<file path="src/rtl/apb_pkg.sv">
// Shared definitions for the APB initiator: FSM encoding,
// default bus widths and response codes.
package apb_pkg;

   localparam int ADDR_W_DEF = 32;
   localparam int DATA_W_DEF = 32;

   typedef enum logic [1:0] {
      ST_IDLE   = 2'd0,
      ST_SETUP  = 2'd1,
      ST_ACCESS = 2'd2
   } state_e;

   localparam logic RSP_OK  = 1'b0;
   localparam logic RSP_ERR = 1'b1;

endpackage

</file>
<file path="src/rtl/apb_master_if.sv">
// Command/response port plus APB3 segment of the initiator.
// master: initiator view, slave: requester + responder view.
interface apb_master_if #(
   parameter int ADDR_W = apb_pkg::ADDR_W_DEF,
   parameter int DATA_W = apb_pkg::DATA_W_DEF
);
   logic              cmd_valid;
   logic              cmd_ready;
   logic              cmd_write;
   logic [ADDR_W-1:0] cmd_addr;
   logic [DATA_W-1:0] cmd_wdata;
   logic              rsp_valid;
   logic [DATA_W-1:0] rsp_rdata;
   logic              rsp_err;
   logic              psel;
   logic              penable;
   logic              pwrite;
   logic [ADDR_W-1:0] paddr;
   logic [DATA_W-1:0] pwdata;
   logic [DATA_W-1:0] prdata;
   logic              pready;
   logic              pslverr;

   modport master (
      input  cmd_valid, cmd_write, cmd_addr, cmd_wdata,
      output cmd_ready,
      output rsp_valid, rsp_rdata, rsp_err,
      output psel, penable, pwrite, paddr, pwdata,
      input  prdata, pready, pslverr
   );

   modport slave (
      output cmd_valid, cmd_write, cmd_addr, cmd_wdata,
      input  cmd_ready,
      input  rsp_valid, rsp_rdata, rsp_err,
      input  psel, penable, pwrite, paddr, pwdata,
      output prdata, pready, pslverr
   );

endinterface

</file>
<file path="src/rtl/apb_wait_timer.sv">
// Counts ACCESS wait states; expired_o once TIMEOUT is reached.
// Ports: clk_i, rst_i, clear_i, enable_i -> expired_o.
module apb_wait_timer
   import apb_pkg::*;
#(
   parameter int TIMEOUT = 16
) (
   input  logic clk_i,
   input  logic rst_i,
   input  logic clear_i,
   input  logic enable_i,
   output logic expired_o
);

   if (TIMEOUT == 0) begin : g_off
      assign expired_o = 1'b0;
   end else begin : g_on
      localparam int W = $clog2(TIMEOUT + 1);

      logic [W-1:0] cnt_q;
      logic [W-1:0] cnt_d;

      assign expired_o = (cnt_q == W'(TIMEOUT));

      // saturate at TIMEOUT so the count never wraps
      always_comb begin
         cnt_d = cnt_q;
         if (clear_i) begin
            cnt_d = '0;
         end else if (enable_i && !expired_o) begin
            cnt_d = cnt_q + 1'b1;
         end
      end

      always_ff @(posedge clk_i) begin
         if (rst_i) begin
            cnt_q <= '0;
         end else begin
            cnt_q <= cnt_d;
         end
      end
   end

endmodule

</file>
<file path="src/rtl/apb_master.sv">
// APB3 initiator: valid/ready command in, SETUP/ACCESS out,
// one-cycle rsp pulse back. Ports: pclk, preset, bus (master).
module apb_master
   import apb_pkg::*;
#(
   parameter int ADDR_W  = ADDR_W_DEF,
   parameter int DATA_W  = DATA_W_DEF,
   parameter int TIMEOUT = 16
) (
   input  logic         pclk,
   input  logic         preset,
   apb_master_if.master bus
);

   state_e            state_q, state_d;
   logic              psel_q, psel_d;
   logic              penable_q, penable_d;
   logic              pwrite_q, pwrite_d;
   logic [ADDR_W-1:0] paddr_q, paddr_d;
   logic [DATA_W-1:0] pwdata_q, pwdata_d;
   logic              rsp_valid_q, rsp_valid_d;
   logic [DATA_W-1:0] rsp_rdata_q, rsp_rdata_d;
   logic              rsp_err_q, rsp_err_d;
   logic              cmd_ready;
   logic              tmr_clr;
   logic              tmr_en;
   logic              expired;
   logic              done;

   apb_wait_timer #(
      .TIMEOUT(TIMEOUT)
   ) u_timer (
      .clk_i    (pclk),
      .rst_i    (preset),
      .clear_i  (tmr_clr),
      .enable_i (tmr_en),
      .expired_o(expired)
   );

   // transfer ends on pready, or on timeout with pready still low
   assign done = (state_q == ST_ACCESS) &&
                 (bus.pready || expired);

   always_ff @(posedge pclk) begin
      if (preset) begin
         state_q <= ST_IDLE;
      end else begin
         state_q <= state_d;
      end
   end

   always_comb begin
      state_d = state_q;
      unique case (state_q)
         ST_IDLE: begin
            if (bus.cmd_valid) begin
               state_d = ST_SETUP;
            end
         end
         ST_SETUP: begin
            state_d = ST_ACCESS;
         end
         ST_ACCESS: begin
            if (done) begin
               state_d = ST_IDLE;
            end
         end
         default: begin
            state_d = ST_IDLE;
         end
      endcase
   end

   always_comb begin
      psel_d      = psel_q;
      penable_d   = penable_q;
      pwrite_d    = pwrite_q;
      paddr_d     = paddr_q;
      pwdata_d    = pwdata_q;
      rsp_valid_d = 1'b0;
      rsp_rdata_d = rsp_rdata_q;
      rsp_err_d   = rsp_err_q;
      tmr_clr     = 1'b0;
      tmr_en      = 1'b0;
      cmd_ready   = 1'b0;
      unique case (state_q)
         ST_IDLE: begin
            cmd_ready = !preset;
            if (bus.cmd_valid) begin
               pwrite_d  = bus.cmd_write;
               paddr_d   = bus.cmd_addr;
               pwdata_d  = bus.cmd_wdata;
               psel_d    = 1'b1;
               penable_d = 1'b0;
               tmr_clr   = 1'b1;
            end
         end
         ST_SETUP: begin
            penable_d = 1'b1;
         end
         ST_ACCESS: begin
            tmr_en = !bus.pready;
            if (bus.pready) begin
               rsp_valid_d = 1'b1;
               rsp_rdata_d = pwrite_q ? '0 : bus.prdata;
               rsp_err_d   = bus.pslverr ? RSP_ERR : RSP_OK;
               psel_d      = 1'b0;
               penable_d   = 1'b0;
            end else if (expired) begin
               rsp_valid_d = 1'b1;
               rsp_rdata_d = '0;
               rsp_err_d   = RSP_ERR;
               psel_d      = 1'b0;
               penable_d   = 1'b0;
            end
         end
         default: begin
            psel_d    = 1'b0;
            penable_d = 1'b0;
         end
      endcase
   end

   always_ff @(posedge pclk) begin
      if (preset) begin
         psel_q      <= 1'b0;
         penable_q   <= 1'b0;
         pwrite_q    <= 1'b0;
         paddr_q     <= '0;
         pwdata_q    <= '0;
         rsp_valid_q <= 1'b0;
         rsp_rdata_q <= '0;
         rsp_err_q   <= 1'b0;
      end else begin
         psel_q      <= psel_d;
         penable_q   <= penable_d;
         pwrite_q    <= pwrite_d;
         paddr_q     <= paddr_d;
         pwdata_q    <= pwdata_d;
         rsp_valid_q <= rsp_valid_d;
         rsp_rdata_q <= rsp_rdata_d;
         rsp_err_q   <= rsp_err_d;
      end
   end

   assign bus.cmd_ready = cmd_ready;
   assign bus.psel      = psel_q;
   assign bus.penable   = penable_q;
   assign bus.pwrite    = pwrite_q;
   assign bus.paddr     = paddr_q;
   assign bus.pwdata    = pwdata_q;
   assign bus.rsp_valid = rsp_valid_q;
   assign bus.rsp_rdata = rsp_rdata_q;
   assign bus.rsp_err   = rsp_err_q;

endmodule

</file>
<file path="src/flat_wrapper.sv">
// flat-port wrapper written by rule: the top's interface ports become plain ports
module apb_master_flat import apb_pkg::*;
#(
   parameter int ADDR_W  = ADDR_W_DEF,
   parameter int DATA_W  = DATA_W_DEF,
   parameter int TIMEOUT = 16
)
  (pclk, preset, bus_cmd_valid, bus_cmd_write, bus_cmd_addr, bus_cmd_wdata, bus_cmd_ready, bus_rsp_valid, bus_rsp_rdata, bus_rsp_err, bus_psel, bus_penable, bus_pwrite, bus_paddr, bus_pwdata, bus_prdata, bus_pready, bus_pslverr);
  apb_master_if #(.ADDR_W(ADDR_W), .DATA_W(DATA_W)) bus_i ();
  input  logic pclk;
  input  logic preset;
  input wire logic [$bits(bus_i.cmd_valid)-1:0] bus_cmd_valid;
  input wire logic [$bits(bus_i.cmd_write)-1:0] bus_cmd_write;
  input wire logic [$bits(bus_i.cmd_addr)-1:0] bus_cmd_addr;
  input wire logic [$bits(bus_i.cmd_wdata)-1:0] bus_cmd_wdata;
  output wire logic [$bits(bus_i.cmd_ready)-1:0] bus_cmd_ready;
  output wire logic [$bits(bus_i.rsp_valid)-1:0] bus_rsp_valid;
  output wire logic [$bits(bus_i.rsp_rdata)-1:0] bus_rsp_rdata;
  output wire logic [$bits(bus_i.rsp_err)-1:0] bus_rsp_err;
  output wire logic [$bits(bus_i.psel)-1:0] bus_psel;
  output wire logic [$bits(bus_i.penable)-1:0] bus_penable;
  output wire logic [$bits(bus_i.pwrite)-1:0] bus_pwrite;
  output wire logic [$bits(bus_i.paddr)-1:0] bus_paddr;
  output wire logic [$bits(bus_i.pwdata)-1:0] bus_pwdata;
  input wire logic [$bits(bus_i.prdata)-1:0] bus_prdata;
  input wire logic [$bits(bus_i.pready)-1:0] bus_pready;
  input wire logic [$bits(bus_i.pslverr)-1:0] bus_pslverr;
  assign bus_i.cmd_valid = bus_cmd_valid;
  assign bus_i.cmd_write = bus_cmd_write;
  assign bus_i.cmd_addr = bus_cmd_addr;
  assign bus_i.cmd_wdata = bus_cmd_wdata;
  assign bus_cmd_ready = bus_i.cmd_ready;
  assign bus_rsp_valid = bus_i.rsp_valid;
  assign bus_rsp_rdata = bus_i.rsp_rdata;
  assign bus_rsp_err = bus_i.rsp_err;
  assign bus_psel = bus_i.psel;
  assign bus_penable = bus_i.penable;
  assign bus_pwrite = bus_i.pwrite;
  assign bus_paddr = bus_i.paddr;
  assign bus_pwdata = bus_i.pwdata;
  assign bus_i.prdata = bus_prdata;
  assign bus_i.pready = bus_pready;
  assign bus_i.pslverr = bus_pslverr;
  apb_master #(.ADDR_W(ADDR_W), .DATA_W(DATA_W), .TIMEOUT(TIMEOUT)) u_core (.pclk(pclk), .preset(preset), .bus(bus_i));
endmodule
</file>
<file path="config.mk">
export PLATFORM = sky130hd
export DESIGN_NAME = apb_master_flat
export DESIGN_NICKNAME = d
export VERILOG_FILES = /design/src/rtl/apb_pkg.sv /design/src/rtl/apb_master_if.sv /design/src/rtl/apb_wait_timer.sv /design/src/rtl/apb_master.sv /design/src/flat_wrapper.sv
export SDC_FILE = /design/constraint.sdc
export NUM_CORES = 1
export LEC_CHECK = 0
export CORE_MARGIN = 2
export CORE_UTILIZATION = 42
export DETAILED_ROUTE_END_ITERATION = 7
export PLACE_DENSITY = 0.89
export SLEW_MARGIN = 20
export SYNTH_ARGS = -nofsm -noshare
export SYNTH_HDL_FRONTEND = slang
export SYNTH_HIERARCHICAL = 1
export SYNTH_SLANG_ARGS = --single-unit
</file>
<file path="constraint.sdc">
create_clock -name pclk -period 3.05 [get_ports pclk]
set_clock_uncertainty 0.05 [all_clocks]
set_input_delay 0.61 -clock pclk [delete_from_list [all_inputs] [get_ports pclk]]
set_output_delay 0.61 -clock pclk [all_outputs]
set_load 0.01 [all_outputs]
</file>
==> flow_summary.json <==
{
  "yosysMostFrequentCell": "nand2_1",
  "synthTopCellsByCount": "nand2_1 (124), dfxtp_1 (108), a21oi_1 (58)",
  "rows": 34,
  "ir_drop_uv": 268,
  "cp.arrival_ns": 1.52,
  "grt_pass1_wl_um": 16800,
  "cp-startpoint": "u_core/state_q[0]",
  "dp_hpwl_um": 7530,
  "r2r-start": "u_core/u_timer/g_on.cnt_q[0]",
  "wirelength_um": 10600,
  "die_w_um": 99.6,
  "synth_edf_count": 0,
  "syn_area_per_cell_um2": 9.29,
  "final-seq-area_um2": 2160,
  "layout.nets": 708,
  "multiInputGateArea_um2": 1490,
  "yosysWarningCount": 6,
  "max_freq_mhz": 459,
  "period_minus_slack_ns": 2.18,
  "design_area_um2": 6060,
  "dp.cells": 701,
  "status": "finished, final reports clean",
  "tns_ns": 0,
  "max_cap_viol_count": 0,
  "rr_endpoint": "u_core/bus.rsp_rdata[24]",
  "period_share_pct": 71.4,
  "fin_cells": 715,
  "dr.pass1.iters": 4,
  "gr-total-overflow": 0,
  "cts_setup_buffers": 0,
  "clockBufferDepth": 2,
  "globalplace.congestion": 0.757,
  "ctsRootBufferMaster": "clkbuf_8",
  "antenna_cells": 0,
  "cts_tree": "yes",
  "synth_top_area_share_pct": 56.4,
  "rrSetupSlack_ns": 1.08,
  "wire_per_inst_um": 14.8,
  "clock_latency_ns": 0.35,
  "grt_max_degree": 76,
  "cts_buffers": 9,
  "p_leak_nw": 2.22,
  "hold_class": "reg2reg",
  "setup_viol": 0,
  "worstPathRequired_ns": 2.39,
  "layout_setup_ws_ns": 0.874,
  "route.detailed.drc": 0,
  "grt_antenna_before_repair": 0,
  "nFillCells": 666,
  "drive_gt1_share_pct": 8.40,
  "rsz0062_at_grt": "false",
  "vias": 3574,
  "grt_pass1_vias": 3499,
  "pre_cts_slack_ns": 0.558,
  "routed_via_density": 5.00,
  "start_kind": "flop",
  "die_area_um2": 9910,
  "grt_use_total_pct": 20.8,
  "clk_pin_slew_ns": 0.10,
  "drtAntennaViolNets": 0,
  "ys_seq_elements": 108,
  "crit_type": "reg2out",
  "cts_htree_levels": 3,
  "cts_resized": 0,
  "portBuffers": 203,
  "postSynthCellCount": 413,
  "slew_viol_final": 0,
  "dpl_cell_area_um2": 5890,
  "drtIter0Drc": 137,
  "yosys_most_used_dff": "dfxtp_1",
  "ys_seq_area_share_pct": 56.4,
  "ios": 204,
  "worst_slew_pin_slew_ns": 0.872,
  "yosysTopAreaCell": "dfxtp_1",
  "chipHeight_um": 99.6,
  "cp_max_fo": 9,
  "synth.area.top_cells": "dfxtp_1 (56%), nand2_1 (12%), a21oi_1 (7.6%)",
  "syn_nets": 517,
  "synth_area_um2": 3840,
  "slew_headroom_pct": 41.9,
  "r2r_cells": 8,
  "area_growth_pct": 58.1,
  "crit_end": "bus_cmd_ready",
  "initial_core_util_pct": 43.6,
  "power_density_nw_per_um2": 468,
  "worst_setup_path_end_kind": "primary output",
  "synthDistinctLibCells": 36,
  "fp.coreArea_um2": 8810,
  "synthArstFlopShare_pct": 0,
  "numClockSinks": 108,
  "final_hold_viol_count": 0,
  "cts_hold_buffers": 0
}
==> metrics by stage <==
stage          hold slack [ns]  power (mW)  utilization [%]
6_report                 0.409        2.84             68.9
5_1_grt                  0.419        2.98             68.9
4_1_cts                  0.408        2.87             68.9
3_5_place_dp             0.395        2.04             66.8
3_3_place_gp             0.391        2.03             66.8
2_1_floorplan            0.425        1.75                -
==> state kept, by name (all words and copies together), names as in the netlist <==
| name | cells |
|---|---|
| u_core/bus.penable | 1 |
| u_core/u_timer/g_on.cnt_q | 5 |
| u_core/bus.rsp_valid | 1 |
| u_core/bus.psel | 1 |
| u_core/bus.pwrite | 1 |
| u_core/bus.rsp_err | 1 |
| u_core/bus.paddr | 32 |
| u_core/bus.pwdata | 32 |
| u_core/bus.rsp_rdata | 32 |
| u_core/state_q | 2 |
==> worst min path at each step <==
stage                                       from                           end  slack, ns  cells after the start
finish                     u_core/bus.pwdata[29]         u_core/bus.pwdata[29]       0.41                      2
global route               u_core/bus.pwdata[17]         u_core/bus.pwdata[17]       0.42                      2
CTS                        u_core/bus.pwdata[29]         u_core/bus.pwdata[29]       0.41                      2
detailed placement         u_core/bus.pwdata[29]         u_core/bus.pwdata[29]       0.40                      2
global placement            u_core/bus.pwdata[3]          u_core/bus.pwdata[3]       0.39                      2
floorplan           u_core/u_timer/g_on.cnt_q[1]  u_core/u_timer/g_on.cnt_q[1]       0.43                      2
==> layer usage <==
layer	GRT usage, %	up-vias	routed length, µm
met3	7.03	10	959
met5	0	-	0
li1	-	1758	-
met2	34.4	149	5180
met1	25.9	1657	4290
met4	6.01	0	126
==> power breakdown <==
part | internal [mW] | leakage (nW) | switching [mW] | total (mW)
clock network | 0.373 | 0.0886 | 0.454 | 0.828
logic | 0.283 | 1.25 | 0.210 | 0.493
registers | 1.48 | 0.882 | 0.0376 | 1.52
total | 2.13 | 2.22 | 0.702 | 2.84
==> cell type report <==
cell class              count  area share [%]
multi-input cells         271            24.6
inverters                   6           0.371
well taps                 108            2.23
clock inverters             4           0.846
repair buffers            208            34.2
clock buffers              10            2.10
flip-flops and latches    108            35.7
==> worst max-delay path: stages (launching register included) <==
cell and delay [ns]:
dfxtp_1 0.41, nor3_1 0.20, clkdlybuf4s50_1 0.56
==> cell families (layout without fill, tap and decap cells) <==
kind of cell             after synthesis  after routing  share of synthesized area [%]
AO/OA/AOI/OAI                        108            108                           18.9
XOR/XNOR                               3              3                          0.685
adder cells (fa/ha/maj)                2              2                          0.652
buffers and inverters                 34            228                           5.06
flip-flops                           108            108                           56.4
AND/OR/NAND/NOR                      158            158                           18.3
==> placed cells by master (no fill, tap or decap), types with 2 or more instances in the layout <==
cell	n
a21boi_2	2
a21oi_1	58
a21oi_2	11
a22o_1	32
buf_4	4
clkbuf_8	9
clkdlybuf4s50_1	202
dfxtp_1	108
ha_1	2
inv_1	4
inv_2	2
nand2_1	124
nand2_2	10
nand2b_1	2
nand3_1	3
nand4_1	2
nor2_1	5
nor3_1	2
xor2_1	3
No activity file was read; power rests on OpenSTA's default activity.
